`src/rtl/mem_port_if.sv`:
```
// mem_port_if: requester, grant and memory-side signals of the shared memory port
interface mem_port_if #(parameter int WIDTH = 16);
  logic             req0, req1, we0, we1;
  logic [WIDTH-1:0] addr0, addr1, wd0, wd1;
  logic             gnt0, gnt1, done0, done1, sel, mem_we;
  logic [WIDTH-1:0] rd, mem_addr, mem_wd, mem_rd;
  modport master (
    output req0, req1, we0, we1, addr0, addr1, wd0, wd1, mem_rd,
    input  gnt0, gnt1, done0, done1, sel, mem_we, rd, mem_addr, mem_wd
  );
  modport slave (
    input  req0, req1, we0, we1, addr0, addr1, wd0, wd1, mem_rd,
    output gnt0, gnt1, done0, done1, sel, mem_we, rd, mem_addr, mem_wd
  );
endinterface

```
`src/rtl/mem_port_arbiter.sv`:
```
// mem_port_arbiter: round-robin arbiter/sequencer sharing one memory port between fetch and data access
module mem_port_arbiter #(
  parameter int WIDTH   = 16,
  parameter int MEM_LAT = 2
) (
  input logic       clk,
  input logic       rst_n,
  mem_port_if.slave bus
);
  localparam int CW = $clog2(MEM_LAT + 1);
  typedef enum logic [1:0] {IDLE, BUSY, DONE} state_t;
  state_t           state;
  logic [CW-1:0]    cnt;
  logic             last, we_q, pick;
  logic [WIDTH-1:0] addr_in, wd_in;
  // pick=1 grants requester 1: it asks alone, or both ask and 0 went last
  assign pick    = bus.req1 & (~bus.req0 | ~last);
  assign addr_in = pick ? bus.addr1 : bus.addr0;
  assign wd_in   = pick ? bus.wd1 : bus.wd0;
  always_ff @(posedge clk or negedge rst_n) begin
    if (!rst_n) begin
      state        <= IDLE;
      cnt          <= '0;
      last         <= 1'b1;
      we_q         <= 1'b0;
      bus.gnt0     <= 1'b0;
      bus.gnt1     <= 1'b0;
      bus.done0    <= 1'b0;
      bus.done1    <= 1'b0;
      bus.sel      <= 1'b0;
      bus.mem_we   <= 1'b0;
      bus.rd       <= '0;
      bus.mem_addr <= '0;
      bus.mem_wd   <= '0;
    end else begin
      case (state)
        IDLE: if (bus.req0 | bus.req1) begin
          bus.gnt0     <= ~pick;
          bus.gnt1     <= pick;
          bus.sel      <= pick;
          last         <= pick;
          bus.mem_addr <= addr_in;
          bus.mem_wd   <= wd_in;
          bus.mem_we   <= pick ? bus.we1 : bus.we0;
          we_q         <= pick ? bus.we1 : bus.we0;
          cnt          <= CW'(MEM_LAT - 1);
          state        <= BUSY;
        end
        BUSY: begin
          bus.mem_we <= 1'b0;
          if (cnt == '0) begin
            if (!we_q) bus.rd <= bus.mem_rd;
            bus.gnt0  <= 1'b0;
            bus.gnt1  <= 1'b0;
            bus.done0 <= ~bus.sel;
            bus.done1 <= bus.sel;
            state     <= DONE;
          end else cnt <= cnt - 1'b1;
        end
        DONE: begin
          bus.done0 <= 1'b0;
          bus.done1 <= 1'b0;
          state     <= IDLE;
        end
        default: state <= IDLE;
      endcase
    end
  end
endmodule

```
`src/flat_wrapper.sv`:
```
// flat-port wrapper written by rule: the top's interface ports become plain ports
module mem_port_arbiter_flat 
#(
  parameter int WIDTH   = 16,
  parameter int MEM_LAT = 2
)
  (clk, rst_n, bus_req0, bus_req1, bus_we0, bus_we1, bus_addr0, bus_addr1, bus_wd0, bus_wd1, bus_mem_rd, bus_gnt0, bus_gnt1, bus_done0, bus_done1, bus_sel, bus_mem_we, bus_rd, bus_mem_addr, bus_mem_wd);
  mem_port_if #(.WIDTH(WIDTH)) bus_i ();
  input logic clk;
  input logic rst_n;
  input wire logic [$bits(bus_i.req0)-1:0] bus_req0;
  input wire logic [$bits(bus_i.req1)-1:0] bus_req1;
  input wire logic [$bits(bus_i.we0)-1:0] bus_we0;
  input wire logic [$bits(bus_i.we1)-1:0] bus_we1;
  input wire logic [$bits(bus_i.addr0)-1:0] bus_addr0;
  input wire logic [$bits(bus_i.addr1)-1:0] bus_addr1;
  input wire logic [$bits(bus_i.wd0)-1:0] bus_wd0;
  input wire logic [$bits(bus_i.wd1)-1:0] bus_wd1;
  input wire logic [$bits(bus_i.mem_rd)-1:0] bus_mem_rd;
  output wire logic [$bits(bus_i.gnt0)-1:0] bus_gnt0;
  output wire logic [$bits(bus_i.gnt1)-1:0] bus_gnt1;
  output wire logic [$bits(bus_i.done0)-1:0] bus_done0;
  output wire logic [$bits(bus_i.done1)-1:0] bus_done1;
  output wire logic [$bits(bus_i.sel)-1:0] bus_sel;
  output wire logic [$bits(bus_i.mem_we)-1:0] bus_mem_we;
  output wire logic [$bits(bus_i.rd)-1:0] bus_rd;
  output wire logic [$bits(bus_i.mem_addr)-1:0] bus_mem_addr;
  output wire logic [$bits(bus_i.mem_wd)-1:0] bus_mem_wd;
  assign bus_i.req0 = bus_req0;
  assign bus_i.req1 = bus_req1;
  assign bus_i.we0 = bus_we0;
  assign bus_i.we1 = bus_we1;
  assign bus_i.addr0 = bus_addr0;
  assign bus_i.addr1 = bus_addr1;
  assign bus_i.wd0 = bus_wd0;
  assign bus_i.wd1 = bus_wd1;
  assign bus_i.mem_rd = bus_mem_rd;
  assign bus_gnt0 = bus_i.gnt0;
  assign bus_gnt1 = bus_i.gnt1;
  assign bus_done0 = bus_i.done0;
  assign bus_done1 = bus_i.done1;
  assign bus_sel = bus_i.sel;
  assign bus_mem_we = bus_i.mem_we;
  assign bus_rd = bus_i.rd;
  assign bus_mem_addr = bus_i.mem_addr;
  assign bus_mem_wd = bus_i.mem_wd;
  mem_port_arbiter #(.WIDTH(WIDTH), .MEM_LAT(MEM_LAT)) u_core (.clk(clk), .rst_n(rst_n), .bus(bus_i));
endmodule
```
`config.mk`:
```
export PLATFORM = sky130hd
export DESIGN_NAME = mem_port_arbiter_flat
export DESIGN_NICKNAME = d
export VERILOG_FILES = /design/src/rtl/mem_port_if.sv /design/src/rtl/mem_port_arbiter.sv /design/src/flat_wrapper.sv
export SDC_FILE = /design/constraint.sdc
export NUM_CORES = 1
export LEC_CHECK = 0
export ABC_CLOCK_PERIOD_IN_PS = 4340
export CORE_ASPECT_RATIO = 1.75
export CORE_UTILIZATION = 40
export DETAILED_ROUTE_END_ITERATION = 10
export PLACE_DENSITY = 0.78
export SETUP_SLACK_MARGIN = 0.05
export SLEW_MARGIN = 20
export SYNTH_ARGS = -nofsm -noshare
export SYNTH_HDL_FRONTEND = slang
export SYNTH_SLANG_ARGS = --single-unit
```
`constraint.sdc`:
```
create_clock -name clk -period 4.34 [get_ports clk]
set_clock_uncertainty 0.1 [all_clocks]
set_input_delay 1.085 -clock clk [delete_from_list [all_inputs] [get_ports clk]]
set_output_delay 1.085 -clock clk [all_outputs]
set_load 0.01 [all_outputs]
```
Word-level counts from Yosys, hierarchy flattened
Index checks and enable logic that the tools add are counted.

Register bits after elaboration: 60. Bits of input ports: 86. Output and inout bits: 54. Logic and storage cells: 57.

$add $sub $neg: 1. Equal/unequal tests: 5. Muxes and demuxes: 19. Bitwise gates (word level): 8. Reduce and logical (&&, ||, !) cells: 11.

Operators by type and width (number): 16-bit two-way mux (2); 1-bit case mux with 2 select lines (5); 3-bit AND reduction (3); 2-bit case mux with 2 select lines (2); 2-bit AND reduction (4); 1-bit two-way mux (7); 2-bit two-way mux (3); 1-bit inverter (5); 2-bit zero test (2); 2-bit by 1-bit != test with 1-bit output (second input constant) (2); 2-bit nonzero test (2); 2-bit by 1-bit == test with 1-bit output (second input constant) (1); 2-bit == test (second input constant) (1); 2-bit != test (second input constant) (1); 1-bit bitwise OR (2); 2-bit by 1-bit subtractor with 2-bit output (second input constant) (1); 1-bit bitwise AND (1).

Logic depth before layout (Yosys ltp)
Word-level depth: 6. Mapped depth: 6.

Worst setup path after synthesis
No wires, ideal clock.

Path type: input to register. Start point: input port bus_req0. End point: register u_core.bus.mem_addr[10]. Library setup time: 0.080 ns. Data arrival time: 1.979 ns. Required time: 4.160 ns. Slack: 2.181 ns. Stages on the path: 6. Path through: or2_1 buf_6 and2_4 buf_6 buf_12 a31oi_4.

Word-level cells in the longest chain between the ends: 4. Elaborated cells between the ends (all ways): 6. Those cells by class: 1 x mux; 4 x bitwise; 1 x reduce/logical.

RTL lines: start, declared (RTL line flat_wrapper.sv:11) `input wire logic [$bits(bus_i.req0)-1:0] bus_req0;`; 1-bit inverter (RTL line mem_port_arbiter.sv:17) `assign pick = bus.req1 & (~bus.req0 | ~last);`; 1-bit bitwise OR (RTL line mem_port_arbiter.sv:17); 1-bit bitwise AND (RTL line mem_port_arbiter.sv:17); 16-bit two-way mux (RTL line mem_port_arbiter.sv:18) `assign addr_in = pick ? bus.addr1 : bus.addr0;`; end signal, assigned (RTL line mem_port_arbiter.sv:42) `bus.mem_addr <= addr_in;`; end, declared (RTL line mem_port_if.sv:13) `output gnt0, gnt1, done0, done1, sel, mem_we, rd, mem_addr, mem_wd`.

Parallel ways exist; a longest one is shown, timed or not. A chain may end at the register's enable or synchronous reset.

Final worst setup path
Start point: input port bus_req0. End point: register u_core.bus.mem_we.

Word-level cells in the longest chain between the ends: 6. Elaborated cells between the ends (all ways): 9. Those cells by class: 1 x eq/ne; 3 x mux; 4 x bitwise; 1 x reduce/logical.

RTL lines: 1-bit inverter (RTL line mem_port_arbiter.sv:17); 1-bit bitwise OR (RTL line mem_port_arbiter.sv:17); 1-bit bitwise AND (RTL line mem_port_arbiter.sv:17); 1-bit two-way mux (RTL line mem_port_arbiter.sv:44) `bus.mem_we <= pick ? bus.we1 : bus.we0;`; 1-bit two-way mux (RTL line mem_port_arbiter.sv:37) `IDLE: if (bus.req0 | bus.req1) begin`; 1-bit case mux with 2 select lines (RTL line mem_port_arbiter.sv:36) `case (state)`; end signal, assigned (RTL line mem_port_arbiter.sv:44); end, declared (RTL line mem_port_if.sv:13).

Parallel ways exist; a longest one is shown, timed or not. The select of a mux whose other input is x is not followed.

==> metrics list <==
* Violation count after the first detailed-routing iteration: 113
* Share of synthesized registers carrying an async set or reset: 100%
* Synth top area share: 48.2%
- Sequential elements use 49.1% of the synthesized area.
* H-tree level count: 3
* Worst Path Arrival: 2.65 ns
- Clock-pin slew was measured on the worst setup and hold paths at 0.05 ns.
* Root Buffer Master: clkbuf_16
- After detailed routing, the average wire length per cell comes to 14.9 um.
* Met2 wire len: 3.81 mm
- Pwr dens: 718 nW/um^2
- OpenSTA, run right after detailed placement, puts the worst setup slack at 1.41 ns.
- Once the floorplan was initialized, standard cells occupied 42.0% of the core.
- In the final layout, the share of cells above drive strength 1 is 15.7%.
* Hold-fix buffer count after cts: 0
- Before antenna repair, the detailed router went through 4 iterations.
- Wire length of the first global-routing pass: 12.0 mm
- Synth warn: 0
- Counting distinct cell types in the post-synthesis netlist gives 34.
- In this run, synthesis produced a sequential element count of 60.
- During I/O placement, the number of pins put on the boundary was 140.
- Number of design rule violations left after detail routing: 0
* RSZ-0062 raised after global routing: no
- Final Worst Setup Slack: 1.75 ns
- Dividing the final minimum period by the clock period gives 59.6%.
- Along the worst hold path, the cell count comes to 1.
* Most frequent standard cell in the layout excluding fill and tap cells: clkdlybuf4s50_1
* Total length of routed wires: 7.37 mm
* Clock latency of the later-clocked register in the worst-skew pair: 0.33 ns
- Buffers plus inverters on the worst setup path: 1
- Worst min-delay path endpoint: u_core.bus.rd[9]$_DFFE_PN0P_
- Largest delay contributor family on the critical path: simple AND/OR/NAND/NOR gates
- Total length of routed met3 wires: 499 um
- After clock tree synthesis, the setup repair step added 0 buffers.
- Leaving out fill and tap cells, the most frequent cells in the layout are clkdlybuf4s50_1, nand2_1, dfrtp_1, a21oi_1, a31oi_4.
- In the synthesized netlist, the number of instances is 268.
- Nets in the synthesized netlist: 355
* Die boundary width: 68.2 um
* Placer's final routability congestion estimate: 0.747
- For this block, wires on met1 add up to 2.77 mm.
- The count of nets left with antenna violations once routing finished came out at 0.
- Post-synth top flop: dfrtp_1
- The flow ran to the end, and the final reports show no timing, DRC or antenna violations.
* Crit Reg-Reg Endpoint: u_core.bus.mem_we$_DFFE_PN0P_
- After synthesis the cells add up to 3060 um^2.
- Mean Syn Cell Area: 11.4 um^2
* Timing-limited maximum frequency: 386 MHz
- CTS tree: built
- Clock sink count: 60
- On the worst path, the slowest cell contributes a delay of 0.67 ns.
* Buffers on Ports: 139
- In this run the most critical hold path is launched from u_core.bus.rd[9]$_DFFE_PN0P_.
- The critical path starts at bus_req0.
- Setup Crit Path Kind: in2reg
* Net count of the finished layout: 489
- The area growth from synthesis to layout is 55.9%.
* Required time of the critical path: 4.40 ns
* Total Routing Usage GR: 20.0%
- Number of global-route vias before repair: 2555
- Max-Cap Viols: 0
- Kind of path behind the tightest hold check: reg2reg
- The region available for standard cell placement spans 7280 um^2.
- Summed over all nets, the half-perimeter wirelength after detailed placement is 5.32 mm.
* Area of the die: 8030 um^2
- After floorplanning, the core was divided into 41 placement rows.
- The critical path goes through clkdlybuf4s50_1 > or2_1 > and2_4 > a311oi_2.
* GRT overflow: 0
- For the worst flop-to-flop path, the logic depth is 4.
* Initial antenna violation count: 0
* Total clock buffers created by CTS: 9
- VDD sags by at most 0.586 mV.
- The number of antenna diodes in the final layout is 0.
- Internal reg-to-reg setup slack: 2.11 ns
- The max-slew violation count is 0.
* Critical Path Fanout Max: 35
* Vias after detailed routing: 2555
* Max-Slew Margin vs Limit: 43.7%
- In this run the vertical extent of the chip is 118 um.
- Startpoint class of the critical path: input port
* Leakage dissipation: 1.88 nW
* Gates resized, CTS repair: 0
- Slew at the pin closest to its max-slew limit: 0.845 ns
- Maximum count of clock buffers along a single path: 2
* Critical-path cell with the highest stage delay: and2_4
- Yosys attributes the largest share of cell area to dfrtp_1, a31oi_4, nand2_1.
- Summed negative setup slack over all endpoints: 0 ns
- The worst setup path is captured at a flop.
- Number of flops mapped to enable cells by yosys: 0
* Startpoint of the most critical register-to-register path: u_core.state[0]$_DFFE_PN0P_
- Signal routing reaches up to met4.
- Setup violations remaining at the end of the flow were counted as 0.
* Library cell occupying the most area in the post-synthesis netlist: dfrtp_1
- Minimum period implied by the final worst setup slack: 2.59 ns
* Number of hold-slack violations in the final timing report: 0
- Pin count of the biggest net entering global routing: 42
* Average via count per standard cell: 5.18
cell type report:
cell class / instances / area, um^2
Timing Repair Buffer: 143 / 1420
Fill cell: 595 / 2510
Multi-Input combinational cell: 182 / 1410
Inverter: 6 / 22.5
Clock inverter: 5 / 75.1
Clock buffer: 11 / 243
Tap cell: 86 / 108
Sequential cell: 60 / 1500
flip-flops by register name (all words and copies together) (netlist names):
register,count
u_core.cnt,2
u_core.state,2
u_core.we_q,1
u_core.bus.done0,1
u_core.bus.sel,1
u_core.last,1
u_core.bus.gnt0,1
u_core.bus.mem_addr,16
u_core.bus.rd,16
u_core.bus.mem_wd,16
u_core.bus.done1,1
u_core.bus.gnt1,1
u_core.bus.mem_we,1
cells in the mapped netlist (all sizes together) (2+ instances only):
cell type  count
a21oi         37
nand2b         3
a2bb2oi        2
clkbuf        11
inv            6
nor2           2
mux2          16
a31oi         34
nand3          2
buf            9
o21ai          4
dfrtp         59
nand2         69
worst max-delay path by stage:
stage	slack, ns	end	cells after the start
2_1_floorplan	2.18	u_core.bus.mem_addr[10]$_DFFE_PN0P_	6
3_3_place_gp	1.44	u_core.bus.mem_we$_DFFE_PN0P_	4
3_5_place_dp	1.41	u_core.bus.mem_we$_DFFE_PN0P_	4
4_1_cts	1.76	u_core.bus.mem_we$_DFFE_PN0P_	4
5_1_grt	1.68	u_core.we_q$_DFFE_PN0P_	4
6_report	1.75	u_core.bus.mem_we$_DFFE_PN0P_	4
through the flow:
stage	util, %	cell area [um^2]	hold WS [ns]	instances	total power, mW
2_1_floorplan	-	3060	0.356	268	2.01
4_1_cts	65.5	4770	0.387	493	3.47
3_5_place_dp	61.2	4460	0.375	477	2.70
3_3_place_gp	61.2	4460	0.368	477	2.66
5_1_grt	65.5	4770	0.399	493	3.64
6_report	65.5	4770	0.381	493	3.43
power breakdown:
part,total (mW),internal [mW],switching [mW]
combinational,1.66,0.889,0.770
sequential,1.02,0.847,0.171
clock,0.751,0.514,0.237
metal layers:
layer	vias up	GRT usage (%)
met4	0	12.1
met3	21	5.04
met5	-	0
met1	1207	23.3
met2	116	31.7
li1	1211	-
cells by family (layout without fill, tap and decap cells):
family | Yosys count | count (layout) | share of synthesized area [%]
mux | 17 | 17 | 6.21
simple gates | 82 | 82 | 11.3
buf+inv | 26 | 165 | 5.23
compound gates | 82 | 82 | 27.8
fa+ha+maj | 1 | 1 | 0.408
flops | 60 | 60 | 49.1
No activity file was read; power rests on OpenSTA's default activity.
